$ cat src/rtl/wb_arb_pkg.sv
`default_nettype none
// ============================================================================
// Module  : wb_arb_pkg
// Purpose : Shared types and helpers for the Wishbone round-robin arbiters.
//           Holds the arbiter state encoding, the Wishbone CTI codes and the
//           round-robin next-index helper.
// Ports   : none (package)
// Revision: 1.0 - initial release
// ============================================================================
package wb_arb_pkg;

  typedef enum logic [1:0] {
    ST_IDLE  = 2'd0,
    ST_GRANT = 2'd1,
    ST_ABORT = 2'd2
  } arb_state_t;

  localparam logic [2:0] c_CTI_CLASSIC = 3'b000;
  localparam logic [2:0] c_CTI_INCR    = 3'b010;
  localparam logic [2:0] c_CTI_EOB     = 3'b111;

  // Index following idx in a ring of n requesters.
  function automatic int rr_next(input int idx, input int n);
    if (idx + 1 >= n) begin
      return 0;
    end
    return idx + 1;
  endfunction

endpackage
`default_nettype wire

$ cat src/rtl/rr_pick.sv
`default_nettype none
// ============================================================================
// Module  : rr_pick
// Purpose : Combinational round-robin priority rotator. Returns the one-hot
//           requester found first when scanning upward from i_last+1 with
//           wrap-around. Returns zero when nothing is requested.
// Ports   : i_req   [N-1:0]  request vector
//           i_last  [IW-1:0] index of the previous winner
//           o_grant [N-1:0]  one-hot winner
// Revision: 1.0 - initial release
// ============================================================================
module rr_pick
  import wb_arb_pkg::*;
#(
  parameter int N  = 3,
  parameter int IW = (N > 1) ? $clog2(N) : 1
) (
  input  logic [N-1:0]  i_req,
  input  logic [IW-1:0] i_last,
  output logic [N-1:0]  o_grant
);

  int           w_sh;
  logic [N-1:0] w_rot;
  logic [N-1:0] w_low;

  // Rotate the requests right so the scan start lands on bit 0, isolate the
  // lowest set bit, then rotate back left by the same amount (expressed as a
  // right rotation by N-w_sh, which is a no-op when w_sh is zero).
  always_comb begin
    w_sh    = rr_next(int'(i_last), N);
    w_rot   = N'({i_req, i_req} >> w_sh);
    w_low   = w_rot & (~w_rot + N'(1));
    o_grant = N'({w_low, w_low} >> (N - w_sh));
  end

endmodule
`default_nettype wire

$ cat src/rtl/wb_hram_arbiter.sv
`default_nettype none
// ============================================================================
// Module  : wb_hram_arbiter
// Purpose : Round-robin Wishbone B4 arbiter sharing the HyperRAM data port
//           between several masters. Grant is held for a master's whole cyc
//           so bursts are never split; a per-transfer watchdog aborts a
//           stalled transfer.
// Ports   : wb_clk_i / wb_rst_i      clock, synchronous active-high reset
//           m_*_i                    packed master request buses
//           m_dat_o/m_ack_o/m_err_o  responses (data broadcast)
//           s_*_o / s_*_i            slave side towards wb_hyper
//           grant_o                  registered one-hot grant, 0 when idle
//           timeout_o                one-cycle pulse on watchdog abort
// Revision: 1.0 - initial release
// ============================================================================
module wb_hram_arbiter
  import wb_arb_pkg::*;
#(
  parameter int NUM_MASTERS = 3,
  parameter int AW          = 32,
  parameter int DW          = 32,
  parameter int TIMEOUT     = 255
) (
  input  logic                       wb_clk_i,
  input  logic                       wb_rst_i,
  input  logic [NUM_MASTERS*AW-1:0]  m_adr_i,
  input  logic [NUM_MASTERS*DW-1:0]  m_dat_i,
  input  logic [NUM_MASTERS*DW/8-1:0] m_sel_i,
  input  logic [NUM_MASTERS-1:0]     m_we_i,
  input  logic [NUM_MASTERS-1:0]     m_cyc_i,
  input  logic [NUM_MASTERS-1:0]     m_stb_i,
  input  logic [NUM_MASTERS*3-1:0]   m_cti_i,
  input  logic [NUM_MASTERS*2-1:0]   m_bte_i,
  output logic [DW-1:0]              m_dat_o,
  output logic [NUM_MASTERS-1:0]     m_ack_o,
  output logic [NUM_MASTERS-1:0]     m_err_o,
  output logic [AW-1:0]              s_adr_o,
  output logic [DW-1:0]              s_dat_o,
  output logic [DW/8-1:0]            s_sel_o,
  output logic                       s_we_o,
  output logic                       s_cyc_o,
  output logic                       s_stb_o,
  output logic [2:0]                 s_cti_o,
  output logic [1:0]                 s_bte_o,
  input  logic [DW-1:0]              s_dat_i,
  input  logic                       s_ack_i,
  input  logic                       s_err_i,
  output logic [NUM_MASTERS-1:0]     grant_o,
  output logic                       timeout_o
);

  localparam int              IW         = (NUM_MASTERS > 1) ? $clog2(NUM_MASTERS) : 1;
  localparam int              SW         = DW / 8;
  localparam logic [IW-1:0]   c_LAST_RST = IW'(NUM_MASTERS - 1);
  localparam logic [15:0]     c_TIMEOUT  = 16'(TIMEOUT);

  arb_state_t              r_state, w_state_nxt;
  logic [NUM_MASTERS-1:0]  r_grant, w_grant_nxt;
  logic [IW-1:0]           r_gidx,  w_gidx_nxt;
  logic [IW-1:0]           r_last,  w_last_nxt;
  logic [15:0]             r_wdog,  w_wdog_nxt;
  logic [NUM_MASTERS-1:0]  w_win;
  logic [IW-1:0]           w_win_idx;
  logic                    w_in_grant;
  logic                    w_gcyc;
  logic                    w_wait;
  logic                    w_timeout;

  logic [AW-1:0] w_adr [NUM_MASTERS];
  logic [DW-1:0] w_dat [NUM_MASTERS];
  logic [SW-1:0] w_sel [NUM_MASTERS];
  logic [2:0]    w_cti [NUM_MASTERS];
  logic [1:0]    w_bte [NUM_MASTERS];

  generate
    for (genvar gi = 0; gi < NUM_MASTERS; gi++) begin : g_unpack
      assign w_adr[gi] = m_adr_i[gi*AW +: AW];
      assign w_dat[gi] = m_dat_i[gi*DW +: DW];
      assign w_sel[gi] = m_sel_i[gi*SW +: SW];
      assign w_cti[gi] = m_cti_i[gi*3 +: 3];
      assign w_bte[gi] = m_bte_i[gi*2 +: 2];
    end
  endgenerate

  rr_pick #(
    .N  (NUM_MASTERS),
    .IW (IW)
  ) u_pick (
    .i_req   (m_cyc_i),
    .i_last  (r_last),
    .o_grant (w_win)
  );

  always_comb begin
    w_win_idx = '0;
    for (int j = 0; j < NUM_MASTERS; j++) begin
      if (w_win[j]) begin
        w_win_idx = IW'(j);
      end
    end
  end

  // Slave side: address/data path always follows the registered owner; only
  // cyc/stb are gated so the slave sees an idle bus outside GRANT.
  assign w_in_grant = (r_state == ST_GRANT);
  assign w_gcyc     = m_cyc_i[r_gidx];
  assign s_adr_o    = w_adr[r_gidx];
  assign s_dat_o    = w_dat[r_gidx];
  assign s_sel_o    = w_sel[r_gidx];
  assign s_we_o     = m_we_i[r_gidx];
  assign s_cti_o    = w_cti[r_gidx];
  assign s_bte_o    = w_bte[r_gidx];
  assign s_cyc_o    = w_in_grant & w_gcyc;
  assign s_stb_o    = w_in_grant & w_gcyc & m_stb_i[r_gidx];
  assign m_dat_o    = s_dat_i;
  assign grant_o    = r_grant;
  assign timeout_o  = w_timeout;

  // A waiting cycle: strobe presented and the slave has not answered yet.
  assign w_wait = s_stb_o & ~s_ack_i & ~s_err_i;

  always_ff @(posedge wb_clk_i) begin
    if (wb_rst_i) begin
      r_state <= ST_IDLE;
      r_grant <= '0;
      r_gidx  <= '0;
      r_last  <= c_LAST_RST;
      r_wdog  <= '0;
    end else begin
      r_state <= w_state_nxt;
      r_grant <= w_grant_nxt;
      r_gidx  <= w_gidx_nxt;
      r_last  <= w_last_nxt;
      r_wdog  <= w_wdog_nxt;
    end
  end

  always_comb begin
    w_state_nxt = r_state;
    w_grant_nxt = r_grant;
    w_gidx_nxt  = r_gidx;
    w_last_nxt  = r_last;
    w_wdog_nxt  = '0;
    w_timeout   = 1'b0;
    m_ack_o     = '0;
    m_err_o     = '0;

    case (r_state)
      ST_IDLE: begin
        if (|m_cyc_i) begin
          w_grant_nxt = w_win;
          w_gidx_nxt  = w_win_idx;
          w_state_nxt = ST_GRANT;
        end
      end

      ST_GRANT: begin
        if (!w_gcyc) begin
          // Release always passes through IDLE so the slave sees cyc fall.
          w_state_nxt = ST_IDLE;
          w_last_nxt  = r_gidx;
          w_grant_nxt = '0;
        end else begin
          m_ack_o[r_gidx] = s_ack_i;
          m_err_o[r_gidx] = s_err_i;
          if (w_wait) begin
            if (r_wdog == c_TIMEOUT) begin
              w_timeout       = 1'b1;
              m_err_o[r_gidx] = 1'b1;
              w_state_nxt     = ST_ABORT;
            end else begin
              w_wdog_nxt = r_wdog + 16'd1;
            end
          end
        end
      end

      ST_ABORT: begin
        // Bus is already dropped; late slave responses are swallowed here.
        if (!w_gcyc) begin
          w_state_nxt = ST_IDLE;
          w_last_nxt  = r_gidx;
          w_grant_nxt = '0;
        end
      end

      default: begin
        w_state_nxt = ST_IDLE;
        w_grant_nxt = '0;
      end
    endcase
  end

endmodule
`default_nettype wire

$ cat config.mk
export PLATFORM = sky130hd
export DESIGN_NAME = wb_hram_arbiter
export DESIGN_NICKNAME = d
export VERILOG_FILES = /design/src/rtl/wb_arb_pkg.sv /design/src/rtl/rr_pick.sv /design/src/rtl/wb_hram_arbiter.sv
export SDC_FILE = /design/constraint.sdc
export NUM_CORES = 1
export LEC_CHECK = 0
export ABC_AREA = 1
export BUFFER_PORTS_ARGS = -buffer_cell sky130_fd_sc_hd__buf_2
export CORE_AREA = 2 2 146 148
export DETAILED_ROUTE_END_ITERATION = 10
export DIE_AREA = 0 0 148 150
export PLACE_DENSITY_LB_ADDON = 0.12
export SLEW_MARGIN = 30
export SYNTH_ARGS = -nofsm -noshare
export SYNTH_HDL_FRONTEND = slang
export SYNTH_SLANG_ARGS = --single-unit
$ cat constraint.sdc
create_clock -name wb_clk_i -period 3.45 [get_ports wb_clk_i]
set_input_delay 0.1725 -clock wb_clk_i [delete_from_list [all_inputs] [get_ports wb_clk_i]]
set_output_delay 0.1725 -clock wb_clk_i [all_outputs]
set_load 0.05 [all_outputs]
* After elaboration in Yosys (flattened, before gate mapping)
Index checks and enable logic that the tools add are counted.
** Cells by class
- Add/subtract/negate cells :: 4
- $mul :: 0
- Divide/modulo/power cells :: 0
- Order comparisons :: 4
- Equality and inequality tests :: 8
- Shift-type cells :: 2
- Multiplexer cells :: 46
- Bitwise operators :: 15
- Reduce and logical (&&, ||, !) cells :: 9
** Operator list (count)
- 32-bit 2-to-1 mux :: 5
- 32-bit binary-select mux with 2-bit select :: 2
- 6-bit by 32-bit >> shifter with 3-bit output :: 2
- 3-bit by 32-bit subtractor with 32-bit output, first input constant :: 1
- 3-bit 2-to-1 mux :: 10
- 16-bit by 1-bit adder with 16-bit output, second input constant :: 1
- 16-bit by 8-bit == test with 1-bit output, second input constant :: 1
- 2-bit 2-to-1 mux :: 8
- 1-bit 2-to-1 mux :: 10
- 3-bit AND :: 3
- 4-bit binary-select mux with 2-bit select :: 1
- 4-bit 2-to-1 mux :: 2
- 1-bit binary-select mux with 2-bit select :: 3
- 3-bit binary-select mux with 2-bit select :: 1
- 2-bit inequality test, second input constant :: 3
- 3-bit by 2-bit inequality test with 1-bit output, second input constant :: 2
- 2-bit one-hot mux with 3 select lines :: 1
- 3-bit one-hot mux with 2 select lines :: 1
- 2-bit AND reduction :: 3
- 1-bit inverter :: 5
- 5-bit OR reduction :: 1
- 1-bit AND :: 4
- 2-bit binary-select mux with 2-bit select :: 1
- 4-bit AND reduction :: 1
- other kinds (16) :: 16
** Word-level totals
- Register bits after elaboration :: 25
- Bits in latches :: 0
- Memory bits (writable) :: 0
- Bits in read-only memories :: 0
- Input bits :: 264
- Output and inout port bits :: 118
- Logic and storage cells :: 93
- Memories :: 0

* Logic depth before layout (Yosys ltp)
Gate-level depths: netlist of run 1.
- Word-level depth :: 11
- Depth in mapped cells :: 12

* Hierarchy
Synthesis of run 1 repeated with hierarchy kept, for this count alone.
** Unflattened totals
- Cells, all modules :: 511
- Area total of the unflattened synthesis :: 3032.9 um2
** By module, submodules not included
- wb_hram_arbiter :: times used 1, cells an instance 470, area an instance 2834.0 um2
- rr_pick :: times used 1, cells an instance 41, area an instance 198.9 um2

* Worst setup path before layout of run 1
Ideal clock, no wire load.
- Kind :: register to output
- Start point :: register r_gidx[0]
- End point :: output m_err_o[0]
- Data arrival time :: 2.067 ns
- Data required time :: 3.277 ns
- Setup slack :: 1.211 ns
- Cell stages (with the launch flop) :: 12
- Buffers on the path :: 0
- Path through :: dfxtp_1 nor2_2 nand2_1 nand3_2 nand2_2 nor2_4 nand2_2 inv_1 nand2_1 nand2_1 inv_1 nor2_1
** Between the ends
- Elaborated cells between the ends (all ways) :: 19
- Classes of those cells :: order compare: 2; mux: 10; bitwise: 6; reduce/logical: 1
** RTL lines
- from (decl) :: RTL line wb_hram_arbiter.sv:59 : logic [IW-1:0] r_gidx, w_gidx_nxt;
- from (signal assigned) :: RTL line wb_hram_arbiter.sv:132 : r_gidx <= w_gidx_nxt;
- 1-bit binary-select mux with 2-bit select :: RTL line wb_hram_arbiter.sv:106 : assign w_gcyc = m_cyc_i[r_gidx];
- 1-bit 2-to-1 mux (not written as such) :: RTL line wb_hram_arbiter.sv:106
- 1-bit AND :: RTL line wb_hram_arbiter.sv:114 : assign s_stb_o = w_in_grant & w_gcyc & m_stb_i[r_gidx];
- 1-bit AND (*) :: RTL line wb_hram_arbiter.sv:114
- via s_stb_o :: RTL line wb_hram_arbiter.sv:42 : output logic s_stb_o,
- 1-bit AND (*) (2 in a row) :: RTL line wb_hram_arbiter.sv:120 : assign w_wait = s_stb_o & ~s_ack_i & ~s_err_i;
- 3-bit 2-to-1 mux (*) :: RTL line wb_hram_arbiter.sv:166 : if (w_wait) begin
- 3-bit 2-to-1 mux (*) :: RTL line wb_hram_arbiter.sv:158 : if (!w_gcyc) begin
- 3-bit 2-to-1 mux (*) :: RTL line wb_hram_arbiter.sv:148 : case (r_state)
- to (decl) :: RTL line wb_hram_arbiter.sv:36 : output logic [NUM_MASTERS-1:0] m_err_o,
The timed path passes the listed nets; every way through them passes the cells marked *. The select of a mux whose other input is x is not followed.

* Worst setup path after layout of run 1
- Start point :: register r_gidx[0]
- End point :: output s_dat_o[3]
** Between the ends
- Longest elaborated chain between the ends :: 4
** Ends and longest elaborated chain
- 2-bit inverter with 3-bit output (not written as such) :: RTL line wb_hram_arbiter.sv:108 : assign s_dat_o = w_dat[r_gidx];
- 32-bit binary-select mux with 2-bit select :: RTL line wb_hram_arbiter.sv:108
- 32-bit 2-to-1 mux (not written as such) (2 in a row) :: RTL line wb_hram_arbiter.sv:108
- to (decl) :: RTL line wb_hram_arbiter.sv:38 : output logic [DW-1:0] s_dat_o,
Every way passes these cells. The select of a mux whose other input is x is not followed.

==> results of run 1 <==
-- per-layer routing --
| layer | GRT usage [%] | part of all wire (%) |
|---|---|---|
| met3 | 2.56 | 5.8 |
| met5 | 0 | 0 |
| met4 | 6.00 | 4.1 |
| met2 | 29.9 | 55 |
| met1 | 16.0 | 35 |
-- registers in the layout, indices dropped and copies added (netlist names) --
signal	count
r_wdog	16
grant_o	3
r_last	2
r_state	2
r_gidx	2
-- area by class of cell --
| cell class | instances | area share [%] |
|---|---|---|
| inverter | 43 | 3.44 |
| multi-input combinational | 384 | 41.6 |
| timing repair buffer | 321 | 35.3 |
| clock buffer | 3 | 1.60 |
| clock inverter | 1 | 0.107 |
| sequential | 25 | 10.7 |
| tap | 275 | 7.34 |
-- worst max-delay path: stages (launching register included) --
cell and delay [ns]:
dfxtp_1 0.39, nor2_4 0.22, buf_4 0.64, a22oi_1 0.25, nand2_1 0.23, buf_2 0.30
-- cells in the final DEF (no fill, tap or decap), drive strengths merged --
| master | instances |
|---|---|
| clkinv | 1 |
| nand3b | 2 |
| o311ai | 1 |
| a31oi | 1 |
| nand3 | 19 |
| buf | 321 |
| inv | 43 |
| and2 | 1 |
| o211ai | 2 |
| nor2 | 26 |
| o21ai | 6 |
| ha | 4 |
| nand4 | 8 |
| nor3 | 7 |
| clkbuf | 3 |
| xor2 | 3 |
| nand2 | 210 |
| o31ai | 1 |
| nor4 | 4 |
| xnor2 | 1 |
| o2111ai | 1 |
| or2 | 1 |
| dfxtp | 25 |
| a21oi | 18 |
| a22oi | 68 |
-- power groups by stage --
| stage | registers [mW] | clock network [mW] | logic (mW) |
|---|---|---|---|
| 2_1_floorplan | 0.357 | 0 | 1.90 |
| 3_3_place_gp | 0.345 | 0 | 2.61 |
| 3_5_place_dp | 0.345 | 0 | 2.60 |
| 4_1_cts | 0.338 | 0.279 | 2.60 |
| 5_1_grt | 0.343 | 0.289 | 2.72 |
| 6_report | 0.338 | 0.265 | 2.56 |
-- worst paths after layout --
path,endpoint,slack [ns],depth (start not counted)
max,s_dat_o[3],0.89,5
min,r_state[1],0.18,2
max reg2reg,r_wdog[2],1.60,9
min reg2reg,r_wdog[0],0.45,1
-- stage by stage --
step / instances / total power, mW
2_1_floorplan: 510 / 2.26
3_3_place_gp: 1048 / 2.95
4_1_cts: 1052 / 3.22
3_5_place_dp: 1048 / 2.94
5_1_grt: 1052 / 3.35
6_report: 1052 / 3.16
-- logic make-up (layout without fill, tap and decap cells) --
logic type / after synthesis / count (layout) / synth area share (%)
and+or+nand+nor: 278 / 278 / 39.4
buffers and inverters: 101 / 368 / 17.2
AOI/OAI and AO/OA: 98 / 98 / 23.5
DFF: 25 / 25 / 17.0
adders and majority gates: 4 / 4 / 1.70
xor gates and xnor gates: 4 / 4 / 1.19
==> reports/metrics.cfg, run 1 <==
[status]
outcome=finished clean

[worst_setup_path]
cp_max_fo=72
rr_startpoint=r_gidx[0]
worstPathArrival_ns=2.39
setup.worst_path.class=reg -> out
endpoint_kind=output port
cp-startpoint=r_gidx[0]
required_ns=3.28
cp-start-kind=flop

[route]
drt-initial-drc-count=175
wirelength_um=18700
final_antenna_net_count=0
wl_per_cell_um=17.7
vias=4363
vias_per_cell=4.15
firstDrtPassIters=5
drc_errors=0

[timing]
post-route-min-period_ns=2.56
fin_crit_sh_pct=74.2
hold_viol_final=0
drv_slew=0
grt_setup_unrepaired=no
setup_viol=0
worst-slew-pin-transition_ns=0.866
setup_slack_ns=0.889
worst_clock_skew_ns=0.00730
tns_ns=0
holdWs_ns=0.182
fmax_mhz=391
relSlewSlack_pct=42.3

[finish]
multi_input_area_um2=1950
fin_util_pct=22.7
nets=1046
fin_area_um2=4690
n_fill_cell=2491
seq_area_um2=500
n_antenna_cell=0
areaGrowthSynthToFinish_pct=59.2
drive_gt1_share_pct=43.8

[power_and_ir_drop]
ir_drop_uv=424
p_leak_nw=2.53
clkPwrFrac_pct=8.4
p_per_area_nw_per_um2=674
combinationalPowerShare_pct=80.9
switching_share_pct=66.4
sequentialPowerShare_pct=10.7
power_switching_mw=2.10
p_int_mw=1.06

[floorplanning]
pin_count=382
die_y_um=150
rows=53
die-area_um2=22200
die_x_um=148
initial_core_util_pct=14.2
design.core.area_um2=20700

[logic_synthesis]
syn_nets=778
yosysMostFrequentCell=nand2_1
syn_inst=510
synth_edf_count=0
ys_warn_count=0
synth_cell_types=34
yosysTopAreaCell=nand2_1
ys_ff_latch=25
ys_seq_area_share_pct=17.0
syn_avg_cell_area_um2=5.78
synthTopCellsByArea=nand2_1, a22oi_1, dfxtp_1
synthFlopType=dfxtp_1
netlist_area_um2=2950
async_flop_share_pct=0
ys_top_cells_by_count=nand2_1, a22oi_1, inv_1
yosysTopAreaCellShare_pct=26.5

[worst_hold_path]
hold_class=in -> reg
min-delay-start=wb_rst_i

[placement]
place_congestion=0.800
placed_area_um2=4610
portBuffers=317
place_ws_ns=1.14
dp.final_hpwl_um=16000

[global_route]
grt_pass1_vias=4211
grt_pass1_wl_um=25400
grtUsageTotal_pct=15.2
grt_max_degree=73
antenna_found_initial=1
overflow=0

[clock_network]
insertion_delay_ns=0.26
cts.htree.levels=1
clock-sinks=25
path_clk_slew_ns=0.07
cts_buffers=3
cts_hold_buf=0
post_cts_resized=0
root_buffer=clkbuf_16
postCtsSetupBuffers=0
clk_path_buf_depth=2
tritoncts=built

[flow_run]
max-cap-violations=0

Power figures use the tool's default switching activity.
==> run 2: changes to the inputs <==
--- a/config.mk
+++ b/config.mk
@@ -7,9 +7,9 @@
 export LEC_CHECK = 0
 export ABC_AREA = 1
 export BUFFER_PORTS_ARGS = -buffer_cell sky130_fd_sc_hd__buf_2
-export CORE_AREA = 2 2 146 148
+export CORE_AREA = 2 2 147 149
 export DETAILED_ROUTE_END_ITERATION = 10
-export DIE_AREA = 0 0 148 150
+export DIE_AREA = 0 0 149 151
 export PLACE_DENSITY_LB_ADDON = 0.12
 export SLEW_MARGIN = 30
 export SYNTH_ARGS = -nofsm -noshare
==> constraint.sdc (replaced) <==
create_clock -name wb_clk_i -period 2.25 [get_ports wb_clk_i]
set_input_delay 0.1125 -clock wb_clk_i [delete_from_list [all_inputs] [get_ports wb_clk_i]]
set_output_delay 0.1125 -clock wb_clk_i [all_outputs]
set_load 0.05 [all_outputs]
==> run 2 against run 1 <==
Non-clock buffer count is 4 higher; global-route usage is 0.94 points lower; register-to-register slack worse by 1.2 ns; die area is 1.3% higher; sequential power is 53% higher; power is 55% higher; routed wire length is 4.4% lower; cell count is 0.38% higher; worst hold slack worse by 0.072 ns; critical path depth is 7 higher; first-iteration DRC count is 2.3% lower; critical endpoint is now m_err_o[2].
==> reports/metrics.cfg, run 2 (same netlist as run 1, synthesis figures left out) <==
[global_route]
antenna_found_initial=1
grt_max_degree=76
overflow=0
grt_pass1_vias=3990
grtUsageTotal_pct=14.3
grt_pass1_wl_um=24200

[clock_network]
cts.htree.levels=1
cts_hold_buf=0
tritoncts=built
cts_buffers=3
path_clk_slew_ns=0.07
insertion_delay_ns=0.26
clock-sinks=25
root_buffer=clkbuf_16
clk_path_buf_depth=2

[worst_setup_path]
cp_top_family=simple AND/OR/NAND/NOR gates
reg2reg_slack_ns=0.43
critical_path.slowest_cell=dfxtp_2
endpoint_kind=output port
rr_startpoint=r_gidx[1]
crit_chain=ha_4 > nand3_2 > nor3_2 > inv_1 > nor2_2 > nand2_2 > nor3_4 > nand2_1 > nand2_1 > inv_2 > nor2_2 > buf_6
r2r_end=r_wdog[2]
critPathCapture=m_err_o[2]
required_ns=2.14
cp-startpoint=r_wdog[0]
cp-start-kind=flop
setup.worst_path.class=reg -> out
r2r_cells=9
cp_max_fo=3
worstPathArrival_ns=2.05
slowest_delay_ns=0.36
crit_cells=12
critPathBufInv=3

[finish]
finalNonFillerCells=1056
largest_reg_flops=16
n_fill_cell=2474
areaGrowthSynthToFinish_pct=62.6
final_common_cell=buf_2
nets=1050
n_antenna_cell=0
fin_area_um2=4790
drive_gt1_share_pct=45.6
most-common-layout-cells=buf_2, nand2_1, a22oi_1
fin_util_pct=23.0
regMostFlops=r_wdog

[timing]
post-route-min-period_ns=2.17
setup_slack_ns=0.0839
holdWs_ns=0.110
relSlewSlack_pct=64.4
worst_clock_skew_ns=0.0100
grt_setup_unrepaired=yes
fmax_mhz=462
hold_viol_final=0
drv_slew=0
worst-slew-pin-transition_ns=0.529
setup_viol=0
tns_ns=0
fin_crit_sh_pct=96.3

[worst_hold_path]
hold_class=in -> reg

[power_and_ir_drop]
p_per_area_nw_per_um2=1020
p_leak_nw=2.55
ir_drop_uv=851
total_power_mw=4.91

[route]
vias=4326
vias_per_cell=4.10
final_antenna_net_count=0
wl_per_cell_um=16.9
wirelength_um=17800
drc_errors=0
firstDrtPassIters=4
drt-initial-drc-count=171

[floorplanning]
die_x_um=149
pin_count=382
rows=53
design.core.area_um2=20800
die-area_um2=22500
initial_core_util_pct=14.2
die_y_um=151

[placement]
portBuffers=317
place_congestion=0.740
place_ws_ns=0.172
dp.final_hpwl_um=15300
dp_cells=1049
placed_area_um2=4620

[flow_run]
max-cap-violations=0

[status]
outcome=finished clean

==> run 2: worst min path at each step <==
| stage | slack (ns) | startpoint | depth (start not counted) | endpoint |
|---|---|---|---|---|
| after floorplan | 0.18 | wb_rst_i | 1 | grant_o[0] |
| after global placement | 0.23 | s_dat_i[14] | 0 | m_dat_o[14] |
| after detailed placement | 0.23 | s_dat_i[14] | 0 | m_dat_o[14] |
| after CTS | 0.11 | wb_rst_i | 2 | grant_o[2] |
| after global routing | 0.12 | wb_rst_i | 2 | grant_o[0] |
| final | 0.11 | wb_rst_i | 2 | grant_o[0] |
==> run 2: power by group <==
part	switching, mW	internal, mW
Combinational	3.05	0.932
Clock	0.170	0.242
Sequential	0.0403	0.477
==> run 2: what timing repair did <==
action                                  4_1_cts  5_1_grt
gates cloned                                  0        0
endpoints found under the setup margin        3        4
endpoints found under the hold margin         0        0
buffers inserted                              0        3
gates resized for setup                       4       16
pin swaps                                     0        8
==> run 2: cell type report <==
| class | count | area, um2 | area share [%] |
|---|---|---|---|
| Clock buffer | 3 | 75.1 | 1.57 |
| Clock inverter | 1 | 7.51 | 0.157 |
| Inverter | 43 | 161 | 3.37 |
| Multi-Input combinational cell | 384 | 2000 | 41.7 |
| Sequential cell | 25 | 503 | 10.5 |
| Tap cell | 275 | 344 | 7.18 |
| Timing Repair Buffer | 325 | 1700 | 35.5 |
==> run 2: layer usage <==
layer / wire, um / vias to the layer above / part of all wire [%] / GRT usage [%]
met5: 13 / - / 0.073 / 0
met2: 10100 / 197 / 57 / 28.7
met3: 1200 / 14 / 6.7 / 3.04
met1: 6010 / 1902 / 34 / 14.8
met4: 469 / 2 / 2.6 / 4.00
li1: - / 2211 / - / -
